`config.mk`:
```
export PLATFORM = sky130hd
export DESIGN_NAME = platformniostimer_mem_test_master
export DESIGN_NICKNAME = d
export VERILOG_FILES = /design/src/rtl/platformniostimer_mem_test_master.sv
export SDC_FILE = /design/constraint.sdc
export NUM_CORES = 1
export LEC_CHECK = 0
export CAP_MARGIN = 20
export CELL_PAD_IN_SITES_DETAIL_PLACEMENT = 0
export CELL_PAD_IN_SITES_GLOBAL_PLACEMENT = 1
export CORE_MARGIN = 2
export CORE_UTILIZATION = 28
export DETAILED_ROUTE_END_ITERATION = 10
export PLACE_DENSITY = 0.72
export SYNTH_ARGS = -nofsm -noshare
export SYNTH_HDL_FRONTEND = slang
export SYNTH_SLANG_ARGS = --single-unit
```
`constraint.sdc`:
```
create_clock -name clk -period 3.5 [get_ports clk]
set_clock_uncertainty 0.2 [all_clocks]
set_input_delay 0.35 -clock clk [delete_from_list [all_inputs] [get_ports clk]]
set_output_delay 0.35 -clock clk [all_outputs]
set_load 0.02 [all_outputs]
```
`src/rtl/platformniostimer_mem_test_master.sv`:
```
// platformniostimer_mem_test_master: Avalon-MM fill/check initiator for the on-chip RAM.
// Define MEMTEST_LFSR_EN to use a Galois LFSR pattern instead of seed+i.
module platformniostimer_mem_test_master #(
    parameter int ADDR_W = 13,
    parameter int READ_LATENCY = 1
) (
    input  logic              clk,
    input  logic              reset,
    input  logic              start,
    input  logic              abort,
    input  logic [1:0]        cmd_mode,
    input  logic [ADDR_W-1:0] cmd_base,
    input  logic [ADDR_W:0]   cmd_len,
    input  logic [31:0]       cmd_seed,
    output logic              busy,
    output logic              done,
    output logic              err,
    output logic [15:0]       err_count,
    output logic [ADDR_W-1:0] first_err_addr,
    output logic [ADDR_W-1:0] avm_address,
    output logic [3:0]        avm_byteenable,
    output logic              avm_chipselect,
    output logic              avm_write,
    output logic [31:0]       avm_writedata,
    input  logic [31:0]       avm_readdata
);
    localparam int RL = READ_LATENCY;
    localparam logic [RL-1:0] DRAIN_MASK = {RL{1'b1}} >> 1;

    typedef enum logic [2:0] {IDLE, WRITE, READ, DRAIN, DONE} state_t;

    state_t            state, state_n;
    logic              chk_after, cs_q, go, last, xfer;
    logic [ADDR_W-1:0] base;
    logic [ADDR_W:0]   len, rem;
    logic [31:0]       seed, pat;
    logic [RL-1:0]     vld;
    logic [31:0]       pexp [RL];
    logic [ADDR_W-1:0] padr [RL];

    function automatic logic [31:0] pat_init(input logic [31:0] s);
`ifdef MEMTEST_LFSR_EN
        return s == 32'd0 ? 32'd1 : s;
`else
        return s;
`endif
    endfunction

    function automatic logic [31:0] pat_step(input logic [31:0] x);
`ifdef MEMTEST_LFSR_EN
        return {1'b0, x[31:1]} ^ (x[0] ? 32'h8020_0003 : 32'h0);
`else
        return x + 32'd1;
`endif
    endfunction

    assign go             = start && !abort;
    assign last           = rem == (ADDR_W+1)'(1);
    assign xfer           = state == WRITE || state == READ;
    assign busy           = state != IDLE;
    assign done           = state == DONE && !abort;
    assign avm_chipselect = cs_q && !abort;
    assign avm_byteenable = {4{avm_chipselect}};
    assign avm_writedata  = pat;

    always_ff @(posedge clk) begin
        if (reset) state <= IDLE;
        else       state <= state_n;
    end

    always_comb begin
        state_n = state;
        unique case (state)
            IDLE:    if (go) state_n = cmd_len == '0 ? DONE : (cmd_mode[0] ? READ : WRITE);
            WRITE:   if (last) state_n = chk_after ? READ : DONE;
            READ:    if (last) state_n = DRAIN;
            DRAIN:   if ((vld & DRAIN_MASK) == '0) state_n = DONE;
            DONE:    state_n = IDLE;
            default: state_n = IDLE;
        endcase
        if (abort && state != IDLE) state_n = IDLE;
    end

    always_ff @(posedge clk) begin
        if (reset) begin
            chk_after      <= 1'b0;
            cs_q           <= 1'b0;
            base           <= '0;
            len            <= '0;
            rem            <= '0;
            seed           <= '0;
            pat            <= '0;
            vld            <= '0;
            err            <= 1'b0;
            err_count      <= '0;
            first_err_addr <= '0;
            avm_address    <= '0;
            avm_write      <= 1'b0;
            for (int j = 0; j < RL; j++) begin
                pexp[j] <= '0;
                padr[j] <= '0;
            end
        end else begin
            if (vld[RL-1] && !abort && avm_readdata != pexp[RL-1]) begin
                err       <= 1'b1;
                err_count <= err_count + {15'd0, err_count != 16'hFFFF};
                if (!err) first_err_addr <= padr[RL-1];
            end
            // expected word and address ride alongside each read until its data returns
            vld[0]  <= state == READ;
            pexp[0] <= pat;
            padr[0] <= avm_address;
            for (int j = 1; j < RL; j++) begin
                vld[j]  <= vld[j-1];
                pexp[j] <= pexp[j-1];
                padr[j] <= padr[j-1];
            end
            if (state == IDLE && go) begin
                chk_after      <= cmd_mode == 2'd2;
                base           <= cmd_base;
                len            <= cmd_len;
                rem            <= cmd_len;
                seed           <= pat_init(cmd_seed);
                pat            <= pat_init(cmd_seed);
                avm_address    <= cmd_base;
                cs_q           <= cmd_len != '0;
                avm_write      <= !cmd_mode[0] && cmd_len != '0;
                err            <= 1'b0;
                err_count      <= '0;
                first_err_addr <= '0;
            end else if (xfer) begin
                if (!last) begin
                    avm_address <= avm_address + ADDR_W'(1);
                    rem         <= rem - (ADDR_W+1)'(1);
                    pat         <= pat_step(pat);
                end else if (state == WRITE && chk_after) begin
                    avm_address <= base;
                    rem         <= len;
                    pat         <= seed;
                    avm_write   <= 1'b0;
                end else begin
                    cs_q      <= 1'b0;
                    avm_write <= 1'b0;
                end
            end
            if (abort && state != IDLE) begin
                cs_q      <= 1'b0;
                avm_write <= 1'b0;
                vld       <= '0;
            end
        end
    end
endmodule

```
==> impl_metrics.csv <==
group,metric,value,unit
logic_synthesis,synth_ff_type,"dfxtp_1",
detailed_routing,drc,0,
power,leakagePower,3.996,nW
logic_synthesis,synth_cell_types,69,
logic_synthesis,synth.top_cell.area_share,42.78,%
timing,fmax,339.6,MHz
setup_path,path_buf_inv,1,
logic_synthesis,yosysSeqAreaShare,42.78,%
setup_path,end_kind,"register",
cts,root_buffer,"clkbuf_16",
power,finalPower,5.833,mW
global_route,grt_pass1_wl,47130,um
setup_path,crit_chain,"or4_1 > nor3_4 > nand3_4 > o21a_1 > nand2_2 > buf_4 > o21ai_0",
floorplanning,initial_utilization,28.62,%
cts,numCtsBuffers,17,
logic_synthesis,synth.most_common_cell,"nand2_1",
logic_synthesis,synth_nets,1237,
detailed_routing,ant_nets,0,
setup_path,slowest_delay,700,ps
power,cellPowerDensity,480.3,mW/mm2
cts,ctsHoldBuffers,0,
power,ir_drop,0.3476,mV
timing,relSlewSlack,49.67,%
cts,cts_tree,"yes",
timing,setup_viol,0,
setup_path,path_class,"register to register",
floorplanning,die_height,186.8,um
cts,htreeDepth,4,
logic_synthesis,yosysTopAreaCell,"dfxtp_1",
setup_path,slowest_stage,"or4_1",
setup_path,crit_required,3610,ps
timing,finalMaxSlewViolations,0,
logic_synthesis,synthArstFlopShare,0,%
timing,hold_viol,0,
setup_path,cp.arrival,3050,ps
logic_synthesis,avgSynthCellArea,8.261,um2
global_route,grt_usage,17.03,%
setup_path,critical_path.top_delay_family,"simple AND/OR/NAND/NOR gates",
detailed_routing,num_vias,8646,
final_layout,fin_area,0.01214,mm2
floorplanning,die_x,186.8,um
logic_synthesis,synth_cells,1133,
detailed_routing,dr.first_iter.drc_count,615,
logic_synthesis,synth_seq_cells,200,
run,cap_violations,0,
final_layout,final_nets,1383,
detailed_routing,first_pass_iters,5,
detailed_routing,via_per_inst,4.983,
cts,cts.sinks,200,
detailed_routing,post_drt_wl_per_cell,17.32,um
worst_hold_path,hp-class,"primary input to register",
global_route,grt_max_degree,137,
global_route,grt_pass1_vias,8174,
place,place_area,0.01156,mm2
cts,clock_latency,450,ps
floorplanning,core-area,0.03270,mm2
cts,clockBufferDepth,2,
setup_path,worst_setup_path_start_kind,"register",
timing,min_period,2944,ps
place,place.gp.congestion,0.8426,
floorplanning,dieArea,0.03491,mm2
final_layout,areaGrowthSynthToFinish,29.74,%
timing,setup_tns,0,ps
final_layout,stdcell_count,1735,
place,hpwl,21380,um
floorplanning,fp-row-count,66,
outcome,status,"complete, no violations",
timing,post-route-period-util,84.12,%
logic_synthesis,synthTopCellsByArea,"dfxtp_1 43%, nand2_1 8.1%, a21oi_1 5.7%, xnor2_1 4.0%, o21ai_0 3.5%",
timing,tightestPinTransition,755.0,ps
place,placedCellCount,1702,
detailed_routing,totalWireLength,30060,um
cts,cts_setup_buffers,0,
setup_path,path_max_fanout,29,
logic_synthesis,netlist_top_cells_count,"202 x nand2_1, 200 x dfxtp_1, 106 x a21oi_1, 78 x nor2_1, 66 x o21ai_0",
cts,path_clk_slew,90,ps
logic_synthesis,syn_area,0.009360,mm2
floorplanning,io_pins,180,
final_layout,drive_above_1_share,7.817,%
place,io_buffers,179,
logic_synthesis,synth_edf_count,0,
global_route,overflow,0,
global_route,antenna_found_initial,3,
logic_synthesis,ys.warnings.count,0,
timing,rsz0062_at_grt,"no",
cts,cts_resized,0,
-- logic make-up (layout without fill, tap and decap cells) --
kind of cell / count (synthesis) / count (layout) / share of synthesized area, %
other: 0 / 1 / 0
XOR/XNOR: 47 / 47 / 4.398
AND/OR/NAND/NOR: 443 / 443 / 22.75
AO/OA/AOI/OAI: 308 / 308 / 21.59
buffers and inverters: 110 / 269 / 5.628
adder cells (fa/ha/maj): 7 / 7 / 0.9357
flip-flops: 200 / 200 / 42.78
multiplexers: 18 / 18 / 1.925
-- layer usage --
layer | routed length, um | up-vias | GRT usage (%)
li1 | - | 4300 | -
met1 | 14720 | 4102 | 24.14
met2 | 13650 | 217 | 26.47
met3 | 1344 | 25 | 3.039
met4 | 329 | 2 | 4.762
met5 | 13 | - | 0
-- state kept, by name (all words and copies together), names as in the netlist --
| name | cells |
|---|---|
| avm_address | 13 |
| avm_write | 1 |
| avm_writedata | 32 |
| base | 13 |
| chk_after | 1 |
| cs_q | 1 |
| err | 1 |
| err_count | 16 |
| first_err_addr | 13 |
| len | 14 |
| padr | 13 |
| pexp | 32 |
| rem | 14 |
| seed | 32 |
| state | 3 |
| vld | 1 |
-- through the flow --
| stage | setup WS [ps] | hold WS (ps) | util (%) |
|---|---|---|---|
| finish | 555.8 | 196.7 | 37.14 |
| global route | 421.9 | 198.4 | 37.14 |
| CTS | 521.0 | 173.1 | 37.13 |
| detailed placement | 485.7 | 232.2 | 35.36 |
| global placement | 538.7 | 230.5 | 35.36 |
| floorplan | 1039 | 223.6 | - |
-- where the power goes --
part           internal, mW  switching, mW  total, mW
Combinational         0.548          0.780       1.33
Sequential             2.40          0.139       2.54
Clock                 0.955           1.01       1.96
Total                  3.91           1.93       5.83
-- worst register-to-register path, cell delays in order, from the launching register on --
cell	delay, ps
dfxtp_1	370
or4_1	700
nor3_4	230
nand3_4	220
o21a_1	260
nand2_2	230
buf_4	430
o21ai_0	170
-- cells in the final DEF, fill, tap and decap left out, types with 7 or more instances in the layout --
master,n
nand2_1,202
dfxtp_1,200
clkdlybuf4s50_1,178
a21oi_1,106
nor2_1,75
o21ai_0,66
xnor2_1,43
inv_1,33
nor2b_1,33
nand4_1,31
buf_4,23
nand3_1,19
a31oi_1,18
mux2i_1,18
clkbuf_16,17
nor3_1,15
o32ai_2,13
nor4_1,11
a211oi_1,10
or3_1,9
o211ai_1,9
a21boi_0,9
o31a_1,9
and3_1,8
a21oi_2,8
o22ai_1,7
o31ai_1,7
ha_1,7
-- area by class of cell --
class                   count  area (um2)
diodes                      1       2.502
clock buffers              17       425.4
clock inverters            15       153.9
fillers                  3420       20560
inverters                  33       123.9
multi-input cells         823        4867
flip-flops and latches    200        4004
well taps                 442       553.0
repair buffers            204        2014
-- final timing paths --
kind | cells after the start | startpoint | endpoint | slack, ps
setup / recovery | 7 | rem[2] | avm_writedata[26] | 560
hold reg to reg | 2 | padr[0][12] | first_err_addr[12] | 240
setup reg to reg | 7 | rem[2] | avm_writedata[26] | 560
hold / removal | 5 | reset | rem[1] | 200
(Power assumes the default switching activity.)
